[src/rtl/conv_encoder.sv]
// Rate-1/2 K=7 convolutional encoder (802.11a), serialising A then B at twice the bit rate.
// Latency: Output is combinational from Input; the state shifts once per data bit at the end of the B slot.
// Backpressure: none. The optional CONV_ENCODER_PUNCTURE_EN build adds Rate/OutValid to mark stolen slots.
module conv_encoder #(
  parameter logic [6:0] G0 = 7'o133,
  parameter logic [6:0] G1 = 7'o171
) (
  input  logic       Clock,
  input  logic       Reset,
  input  logic       Input,
`ifdef CONV_ENCODER_PUNCTURE_EN
  input  logic [1:0] Rate,
  output logic       OutValid,
`endif
  output logic       Output,
  output logic [1:6] x
);

  logic phase;
  logic bit_a;
  logic bit_b;
  logic coded;

  // Bit 6 of the generator taps the live input; bit 6-k taps x[k].
  function automatic logic tap_xor(input logic [6:0] g, input logic din, input logic [1:6] s);
    logic acc;
    acc = g[6] & din;
    for (int k = 1; k <= 6; k++) begin
      acc = acc ^ (g[6-k] & s[k]);
    end
    return acc;
  endfunction

  always_ff @(posedge Clock or negedge Reset) begin
    if (!Reset) begin
      phase <= 1'b0;
      x     <= '0;
    end else begin
      phase <= ~phase;
      if (phase) begin
        x <= {Input, x[1:5]};
      end
    end
  end

  assign bit_a = tap_xor(G0, Input, x);
  assign bit_b = tap_xor(G1, Input, x);
  assign coded = phase ? bit_b : bit_a;

`ifdef CONV_ENCODER_PUNCTURE_EN
  logic [1:0] bit_idx;
  logic [1:0] rate_q;
  logic       stolen;

  // bit_idx 0 is the first bit of a period; Rate is captured only as that bit completes.
  always_ff @(posedge Clock or negedge Reset) begin
    if (!Reset) begin
      bit_idx <= 2'd0;
      rate_q  <= 2'b00;
    end else if (phase) begin
      case (bit_idx)
        2'd0: begin
          rate_q  <= Rate;
          bit_idx <= (Rate == 2'b01 || Rate == 2'b10) ? 2'd1 : 2'd0;
        end
        2'd1:    bit_idx <= (rate_q == 2'b10) ? 2'd2 : 2'd0;
        default: bit_idx <= 2'd0;
      endcase
    end
  end

  assign stolen = (bit_idx == 2'd1 && phase && (rate_q == 2'b01 || rate_q == 2'b10)) ||
                  (bit_idx == 2'd2 && !phase && rate_q == 2'b10);

  assign Output   = stolen ? 1'b0 : coded;
  assign OutValid = Reset & ~stolen;
`else
  assign Output = coded;
`endif

endmodule

[config.mk]
export PLATFORM = sky130hd
export DESIGN_NAME = conv_encoder
export DESIGN_NICKNAME = d
export VERILOG_FILES = /design/src/rtl/conv_encoder.sv
export SDC_FILE = /design/constraint.sdc
export NUM_CORES = 1
export LEC_CHECK = 0
export ABC_AREA = 1
export CORE_AREA = 2 2 39 41
export DETAILED_ROUTE_END_ITERATION = 10
export DIE_AREA = 0 0 41 43
export PLACE_DENSITY = 0.55
export SYNTH_ARGS = -nofsm -noshare
export SYNTH_HDL_FRONTEND = slang
export SYNTH_SLANG_ARGS = --single-unit
export TNS_END_PERCENT = 20
[constraint.sdc]
create_clock -name Clock -period 2.75 [get_ports Clock]
set_clock_uncertainty 0.2 [all_clocks]
set_input_delay 0.55 -clock Clock [delete_from_list [all_inputs] [get_ports Clock]]
set_output_delay 0.55 -clock Clock [all_outputs]
set_load 0.01 [all_outputs]
==> metrics, run 1 <==
pin count of the biggest net entering global routing=13; clk root buf=clkbuf_4; sw frac=24.7%; relative slew slack=77.9%; top-area cell type share of the netlist area=~52%; Rows=14; share of layout cells above drive strength 1=a little under an eighth; ANT cells=0; starting density of the core=24.4%; maxcap violations=0; HP Start=x[4]; drt first pass iters=2; internal power=0.181 mW; Yosys cell types=8; worst min-delay path class=flip-flop to flip-flop; Area contributors post-synth=dfrtp_1 52%, nand2_1 24%, o21ai_0 8.9%; Tmin final=2470 ps; crit path max fanout=3; Fmax=405 MHz; Via Count=306; Static Leakage=0.260 nW; Clock Path Buffers=2; Clock Latency Late Sink=250 ps; worst r2r dst=x[4]; hold violation total from the final report=0; FF-to-FF path depth=3; total wire length after detailed routing=627 µm; crit share post-route=89.8%; Clock transition at path regs=50 ps; GP Congestion=0.750; first-pass GRT wire length=1070 µm; vias per cell=4.08; switching power=just under 0.06 mW; fin nets=63; grt ovf=0; clock power share=38.4%; syn_nets=50; type of origin of the critical path=input pin; RSZ-0062 raised after global routing=no; Die ar.=0.00176 mm²; Setup CP Type=input pin to output port; hold_ws=roughly 320 ps; core area=about 0.0014 mm²; Yosys reg bits=7; Area Growth Syn to Fin=38.5%; Crit. Startpoint=Input; IO Count=10; Worst Setup EP=Output; Post-Synthesis Cells=47; Port Buffers=9; reg2reg setup slack=around 1700 ps; Flop pwr share=between 40% and 50%; ANT nets after route=0; Die W=about 41 µm; CTS H-Tree Depth=1; register area share after synthesis=51.9%; status=finished clean; power per cell area=514 mW/mm²; crit end category=output port; CTS tree=built; combinational fraction of design power=around 15%; peak supply drop=0.186 mV; GRT Total Usage=about a tenth; YS warnings=0; Yosys top cell by area=dfrtp_1; hpwl dp=485 µm; WP data arrival=about 1700 ps; RR Startpoint=phase; Slew Limit Fails=0; slew of the pin with the lowest slew margin=330 ps; worst hold stages=2; Die Ht=approximately 43 µm; Critical Path RT=2000 ps; initial detailed-routing violation count=2; Routed WL per cell=8.36 µm; Final Setup Violations=0; CTS Buf Count=3; initial antenna violation count=0; Fillers=151; DRC viols=0; syn_area_per_cell=~7.2 µm²; vias in the first global route=272; synthesized area=338 µm²; Setup TNS Final=0 ps; # clock sinks=7
[critical path, stage by stage]
cell and delay, ps:
clkdlybuf4s50_1 510, inv_1 60, nand2_2 60, nand3_1 60
nand2_1 80, inv_1 40, nand2_1 50, nand2_1 40
dlygate4sd2_1 270
[synth_stat cells]
master and number:
buf_2 1, nand2_1 22, inv_1 6, o21ai_0 6, nand3_1 1, inv_2 3, nand2_2 1, dfrtp_1 7
[kinds of logic after synthesis]
family          after synthesis  share of synthesized area (%)
simple gates                 24                           27.8
buf+inv                      10                           11.5
compound gates                6                           8.89
flops                         7                           51.9
[routing by layer]
layer | vias to the layer above | global-route usage, % | wire length (µm)
li1 | 163 | - | -
met1 | 134 | 9.93 | 287
met2 | 7 | 13.4 | 295
met3 | 2 | 4.71 | 35
met4 | 0 | 12.0 | 8
met5 | - | 0 | 0
[registers in the layout, summed over array words and instances, names as in the netlist]
name,count
phase,1
x,6
[power by group through the flow]
stage          Sequential (mW)  Clock, mW  Combinational, mW
3_5_place_dp             0.114          0             0.0379
2_1_floorplan            0.116          0             0.0155
3_3_place_gp             0.114          0             0.0376
6_report                 0.112     0.0923             0.0359
5_1_grt                  0.113      0.108             0.0416
4_1_cts                  0.112     0.0992             0.0367
[worst min-delay path by stage]
stage / endpoint / slack [ps]
after floorplan: phase / 50
after global placement: x[5] / 300
after detailed placement: x[5] / 300
after CTS: x[5] / 320
after global routing: x[5] / 350
final: x[5] / 320
[cell type report]
class	instances	area, µm²	area share [%]
flip-flops and latches	7	175	37.4
inverters	9	33.8	7.22
multi-input cells	30	124	26.5
clock buffers	4	26.3	5.61
well taps	16	20.0	4.28
repair buffers	9	88.8	19.0
[placed cells by master, fill, tap and decap left out]
cell type        synthesis  layout
nand2_2                  1       1
inv_2                    3       3
clkbuf_4                 0       3
clkbuf_1                 0       1
dlygate4sd2_1            0       1
inv_1                    6       6
dfrtp_1                  7       7
clkdlybuf4s50_1          0       8
nand2_1                 22      22
o21ai_0                  6       6
nand3_1                  1       1
[what timing repair did]
item                       in CTS  in global routing
hold buffers                    0                  0
setup endpoints to repair       1                  0
resized for setup               1                  0
buffers inserted                0                  0
[metrics by stage]
step	total power [mW]	cell area, µm²	utilization, %	cells	setup slack (ps)
floorplan	0.131	338	-	47	1050
global placement	0.151	443	32.0	71	20.1
detailed placement	0.152	443	32.0	71	4.95
CTS	0.248	468	33.8	75	267
global route	0.262	468	33.8	75	112
finish	0.240	468	33.8	75	280
No activity file was read; power rests on OpenSTA's default activity.
==> run 2, diff against run 1 <==
--- a/config.mk
+++ b/config.mk
@@ -7,6 +7,7 @@
 export LEC_CHECK = 0
 export ABC_AREA = 1
 export CORE_AREA = 2 2 39 41
+export CTS_CLUSTER_SIZE = 12
 export DETAILED_ROUTE_END_ITERATION = 10
 export DIE_AREA = 0 0 41 43
 export PLACE_DENSITY = 0.55
==> results of run 2 <==
No change in the layout: final DEF, timing and power equal those of run 1.
